==> config.mk <==
export PLATFORM = sky130hd
export DESIGN_NAME = scan_cfg_loader
export DESIGN_NICKNAME = d
export VERILOG_FILES = /design/src/rtl/scan_cfg_loader.sv
export SDC_FILE = /design/constraint.sdc
export NUM_CORES = 1
export LEC_CHECK = 0
export CORE_ASPECT_RATIO = 0.8
export CORE_UTILIZATION = 52
export DETAILED_ROUTE_END_ITERATION = 12
export GPL_TIMING_DRIVEN = 0
export PLACE_DENSITY_LB_ADDON = 0.12
export REMOVE_ABC_BUFFERS = 1
export SKIP_LAST_GASP = 1
export SLEW_MARGIN = 20
export SYNTH_ARGS = -nofsm -noshare
export SYNTH_HDL_FRONTEND = slang
export SYNTH_SLANG_ARGS = --single-unit
==> constraint.sdc <==
create_clock -name clk -period 3.1 [get_ports clk]
set_input_delay 0.62 -clock clk [delete_from_list [all_inputs] [get_ports clk]]
set_output_delay 0.62 -clock clk [all_outputs]
set_load 0.005 [all_outputs]
==> src/rtl/scan_cfg_loader.sv <==
// Serializes host configuration words LSB-first onto a scan chain for exactly CHAIN_LEN shifts.
// Define SCAN_READBACK_EN to capture the bits leaving the chain tail and return them as words.
module scan_cfg_loader #(
    parameter int CHAIN_LEN = 20,
    parameter int WIDTH     = 8
) (
    input  logic             clk,
    input  logic             rst,
    input  logic             start,
    input  logic [WIDTH-1:0] cfg_data,
    input  logic             cfg_valid,
    output logic             cfg_ready,
    output logic             chain_scan_in,
    output logic             chain_scan_en,
    output logic             chain_wen,
    input  logic             chain_scan_out,
    output logic             busy,
    output logic             done,
    output logic [WIDTH-1:0] rd_data,
    output logic             rd_valid
);

    localparam int TW = $clog2(CHAIN_LEN + 1);
    localparam int WW = $clog2(WIDTH + 1);
    localparam logic [TW-1:0] LAST_TOTAL = TW'(CHAIN_LEN - 1);
    localparam logic [WW-1:0] LAST_BIT   = WW'(WIDTH - 1);

    typedef enum logic [1:0] {
        S_IDLE,
        S_LOAD,
        S_SHIFT,
        S_DONE
    } state_t;

    state_t           r_state;
    state_t           w_next;
    logic [WIDTH-1:0] r_shreg;
    logic [TW-1:0]    r_totalCnt;
    logic [WW-1:0]    r_wordCnt;
    logic             w_lastTotal;
    logic             w_lastBit;

    assign w_lastTotal = (r_totalCnt == LAST_TOTAL);
    assign w_lastBit   = (r_wordCnt == LAST_BIT);

    always_ff @(posedge clk) begin
        if (rst) begin
            r_state <= S_IDLE;
        end else begin
            r_state <= w_next;
        end
    end

    // The chain total takes priority so a partially used last word ends the load.
    always_comb begin
        w_next        = r_state;
        cfg_ready     = 1'b0;
        chain_scan_in = 1'b0;
        chain_scan_en = 1'b0;
        chain_wen     = 1'b0;
        busy          = 1'b1;
        done          = 1'b0;
        case (r_state)
            S_IDLE: begin
                busy = 1'b0;
                if (start) begin
                    w_next = S_LOAD;
                end
            end
            S_LOAD: begin
                cfg_ready = 1'b1;
                if (cfg_valid) begin
                    w_next = S_SHIFT;
                end
            end
            S_SHIFT: begin
                chain_scan_in = r_shreg[0];
                chain_scan_en = 1'b1;
                chain_wen     = 1'b1;
                if (w_lastTotal) begin
                    w_next = S_DONE;
                end else if (w_lastBit) begin
                    w_next = S_LOAD;
                end
            end
            S_DONE: begin
                done   = 1'b1;
                w_next = S_IDLE;
            end
            default: begin
                w_next = S_IDLE;
            end
        endcase
    end

    always_ff @(posedge clk) begin
        if (rst) begin
            r_shreg    <= '0;
            r_totalCnt <= '0;
            r_wordCnt  <= '0;
        end else begin
            case (r_state)
                S_IDLE: begin
                    if (start) begin
                        r_shreg    <= '0;
                        r_totalCnt <= '0;
                        r_wordCnt  <= '0;
                    end
                end
                S_LOAD: begin
                    if (cfg_valid) begin
                        r_shreg   <= cfg_data;
                        r_wordCnt <= '0;
                    end
                end
                S_SHIFT: begin
                    r_shreg    <= r_shreg >> 1;
                    r_totalCnt <= r_totalCnt + TW'(1);
                    r_wordCnt  <= r_wordCnt + WW'(1);
                end
                default: begin
                end
            endcase
        end
    end

`ifdef SCAN_READBACK_EN
    logic [WIDTH-1:0] r_rdShreg;
    logic [WIDTH-1:0] r_rdData;
    logic             r_rdValid;
    logic [WW-1:0]    r_rdCnt;
    logic [WIDTH-1:0] w_rdAssembled;

    assign w_rdAssembled = r_rdShreg | (WIDTH'(chain_scan_out) << r_rdCnt);
    assign rd_data       = r_rdData;
    assign rd_valid      = r_rdValid;

    // The tail bit seen during a shift cycle is the one about to fall off the chain.
    always_ff @(posedge clk) begin
        if (rst) begin
            r_rdShreg <= '0;
            r_rdData  <= '0;
            r_rdValid <= 1'b0;
            r_rdCnt   <= '0;
        end else begin
            r_rdValid <= 1'b0;
            if (r_state == S_IDLE && start) begin
                r_rdShreg <= '0;
                r_rdCnt   <= '0;
            end else if (r_state == S_SHIFT) begin
                if (r_rdCnt == LAST_BIT || w_lastTotal) begin
                    r_rdData  <= w_rdAssembled;
                    r_rdValid <= 1'b1;
                    r_rdShreg <= '0;
                    r_rdCnt   <= '0;
                end else begin
                    r_rdShreg <= w_rdAssembled;
                    r_rdCnt   <= r_rdCnt + WW'(1);
                end
            end
        end
    end
`else
    logic w_unusedScanOut;

    assign w_unusedScanOut = chain_scan_out;
    assign rd_data         = '0;
    assign rd_valid        = 1'b0;
`endif

endmodule

==> metrics.log <==
[metrics] result of the run: complete, no violations
[metrics] DRT Pass-1 Iters: 6
[metrics] Required @ worst endpoint: 2.48 ns
[metrics] Port-buffer cells: 17
[metrics] initial core utilization: ~58%
[metrics] HP Class: reg2reg
[metrics] final setup vio count: 0
[metrics] portion of synthesized cell area occupied by the leading cell type: between 30% and 40%
[metrics] EDFF count, synth: 0
[metrics] element type at the critical path start: flip-flop
[metrics] leading register cell type out of synthesis: sky130_fd_sc_hd__dfxtp_1
[metrics] Syn-to-layout area delta: 12.2%
[metrics] H-tree depth reported by CTS: 1
[metrics] critical path start-end classification: reg2out
[metrics] number of nets in the layout: 162
[metrics] die height: about 44 um
[metrics] commonest non-fill, non-tap cell in the layout: sky130_fd_sc_hd__dfxtp_1
[metrics] initial antenna violation count: 0
[metrics] total power per unit cell area: 654 nW/um^2
[metrics] worst slew slack as a fraction of its limit: between 50 and 60%
[metrics] CTS buffer count: 3
[metrics] TritonCTS clock tree: built
[metrics] fill count: approximately 180
[metrics] post_cts resized: 0
[metrics] maximum number of pins on one net before global-route repair: 21
[metrics] FF+latch count, synth: 19
[metrics] number of hold violations in the final report: 0
[metrics] Synth async-reset ratio: 0%
[metrics] placement row count: 14
[metrics] part of the Yosys area used for sequential elements: 32.9%
[metrics] Synth area leader: sky130_fd_sc_hd__dfxtp_1
[metrics] period utilisation layout: about nine tenths
[metrics] number of buffers between clock root and the deepest sink: 2
[metrics] Setup crit end kind: output port
[metrics] global-route wire length before repair: around 3.5 mm
[metrics] drt initial violations: 17
[metrics] Chip Width: between 50 and 60 um
[metrics] Cell Area, Synth: approximately 1200 um^2
[metrics] overall power: ~0.00085 W
[metrics] number of DRC violations after detailed routing: 0
[metrics] diode insertion count for antenna repair: 0
[metrics] Tightest Pin Transition: approximately 0.74 ns
[metrics] Top Ports: 28
[metrics] Floorplan Core Area: roughly 2000 um^2
[metrics] Die ar.: about 2400 um^2
[metrics] aggregate global-route resource usage: 20.0%
[metrics] number of buffers inserted to repair setup after CTS: 0
[metrics] mean routed wirelength per cell: around 13 um
[metrics] Max Slew Vio Count: 0
[metrics] worst clock skew: roughly 0.0076 ns
[metrics] Final Routed Wirelength: approximately 2.1 mm
[metrics] Clock Sinks: 19
[metrics] leading cell types in the layout, fill and taps excluded: sky130_fd_sc_hd__dfxtp_1 (19), sky130_fd_sc_hd__clkdlybuf4s50_1 (17), sky130_fd_sc_hd__nand2_1 (12), sky130_fd_sc_hd__a21oi_1 (12)
[metrics] estimated wirelength of the detail-placed design: about 1.5 mm
[metrics] Congestion Overflow GR: 0
[metrics] Synth Warn #: 0
[metrics] setup total negative slack: 0 ns
[metrics] hold buffer count at CTS: 0
[metrics] clock root cell: sky130_fd_sc_hd__clkbuf_4
[metrics] Avg Inst Size Synth: between 8 and 9 um^2
[metrics] clock latency on the worst-skew pair: roughly 0.3 ns
[metrics] leading post-synthesis cells by cell area: sky130_fd_sc_hd__dfxtp_1 (33%), sky130_fd_sc_hd__ha_1 (7.6%), sky130_fd_sc_hd__buf_4 (6.5%)
[metrics] DR vias/cell: roughly 5.5
[metrics] setup repair after global routing missed its margin: false
[metrics] number of global-route vias before repair: about 770
[metrics] number of vias after detailed routing: 912
[metrics] number of cells produced by synthesis: 129
[metrics] maximum clock frequency: between 0.3 and 0.4 GHz
[metrics] number of maximum-capacitance violations: 0
[metrics] remaining number of nets flagged by the antenna check after routing: 0
[metrics] post-layout min period: about 2.8 ns
[metrics] Worst EP arrival: ~2.2 ns
[metrics] static leakage: between 0.4 and 0.5 nW
[metrics] routability-driven placement congestion ratio: 0.755
[metrics] layout cell share with drive strength beyond 1: between 10% and 20%
[metrics] top fanout value on the critical path: 20
[metrics] Worst IR Drop VDD: 0.000595 V
[metrics] post-synth cell types: 37
[metrics] CTS clock-pin slew for the worst setup and hold paths: approximately 0.11 ns
## state kept, by name, indices dropped and copies added (netlist names)
| name | cells |
|---|---|
| r_state | 2 |
| r_wordCnt | 4 |
| r_totalCnt | 5 |
| r_shreg | 8 |
## area by class of cell
cell class / count / area (um^2) / share of cell area [%]
Clock buffer: 3 / 22.5 / 1.74
Clock inverter: 1 / 7.51 / 0.579
Inverter: 7 / 26.3 / 2.03
Multi-Input combinational cell: 94 / 659 / 50.9
Sequential cell: 19 / 380 / 29.3
Tap cell: 24 / 30.0 / 2.32
Timing Repair Buffer: 17 / 170 / 13.1
## synthesized netlist by cell type, types with 2 or more instances
cell type and count:
sky130_fd_sc_hd__dfxtp_1 19, sky130_fd_sc_hd__a21oi_1 12, sky130_fd_sc_hd__nand2_1 12, sky130_fd_sc_hd__buf_4 10
sky130_fd_sc_hd__nand3_1 9, sky130_fd_sc_hd__a22o_1 7, sky130_fd_sc_hd__ha_1 7, sky130_fd_sc_hd__inv_1 7
sky130_fd_sc_hd__nor2_1 5, sky130_fd_sc_hd__clkbuf_1 3, sky130_fd_sc_hd__nand4_1 3, sky130_fd_sc_hd__or3_1 3
sky130_fd_sc_hd__xor2_1 3, sky130_fd_sc_hd__buf_2 2, sky130_fd_sc_hd__buf_6 2, sky130_fd_sc_hd__nor2b_4 2
sky130_fd_sc_hd__nor3_1 2, sky130_fd_sc_hd__o32ai_1 2
## logic make-up (layout without fill, tap and decap cells)
group / Yosys count / after routing / synth area share [%]
AOI/OAI and AO/OA: 29 / 29 / 18.9
adders and majority gates: 7 / 7 / 7.58
DFF: 19 / 19 / 32.9
buffers and inverters: 24 / 28 / 12.6
other: 1 / 9 / 0.325
and+or+nand+nor: 45 / 45 / 24.5
xor gates and xnor gates: 3 / 3 / 2.28
muxes: 1 / 1 / 0.975
## path summary, 6_finish.rpt
| check | end | startpoint | slack (ns) | cells past startpoint |
|---|---|---|---|---|
| worst max-delay path | chain_scan_in | r_state[0]$_SDFFE_PP0P_ | 0.31 | 4 |
| worst min-delay path | r_shreg[0]$_SDFFE_PP0P_ | r_shreg[0]$_SDFFE_PP0P_ | 0.46 | 2 |
| worst max register to register | r_state[1]$_SDFFE_PP0P_ | r_state[0]$_SDFFE_PP0P_ | 1.10 | 6 |
| worst min register to register | r_shreg[0]$_SDFFE_PP0P_ | r_shreg[0]$_SDFFE_PP0P_ | 0.46 | 2 |
## worst max-delay path: stages, from the launching register on
cell,delay [ns]
sky130_fd_sc_hd__dfxtp_1,0.36
sky130_fd_sc_hd__inv_1,0.15
sky130_fd_sc_hd__ha_1,0.66
sky130_fd_sc_hd__and2_1,0.21
sky130_fd_sc_hd__clkdlybuf4s50_1,0.49
## per-stage QoR
| step | hold WS [ns] | setup slack (ns) | std cells | util [%] | area (um^2) |
|---|---|---|---|---|---|
| floorplan | 0.426 | 1.32 | 120 | - | 1070 |
| global placement | 0.441 | 0.662 | 161 | 64.0 | 1270 |
| detailed placement | 0.444 | 0.654 | 161 | 64.0 | 1270 |
| CTS | 0.460 | 0.303 | 165 | 65.5 | 1300 |
| global route | 0.471 | 0.193 | 165 | 65.5 | 1300 |
| finish | 0.461 | 0.308 | 165 | 65.5 | 1300 |
## per-layer routing
layer,vias up,track usage (%),routed length [um]
met5,-,0,0
met4,0,4.62,8
met3,3,7.22,102
met2,25,31.1,969
met1,425,26.2,1050
li1,459,-,-
## power breakdown
part / switching (W) / leakage, nW / internal, W
Sequential: 0.0000215 / 0.154 / 0.000268
Clock: 0.0000818 / 0.0139 / 0.0000492
Combinational: 0.000241 / 0.302 / 0.000186
Total: 0.000344 / 0.470 / 0.000504
Note: power is estimated with default switching activity, not from simulation.
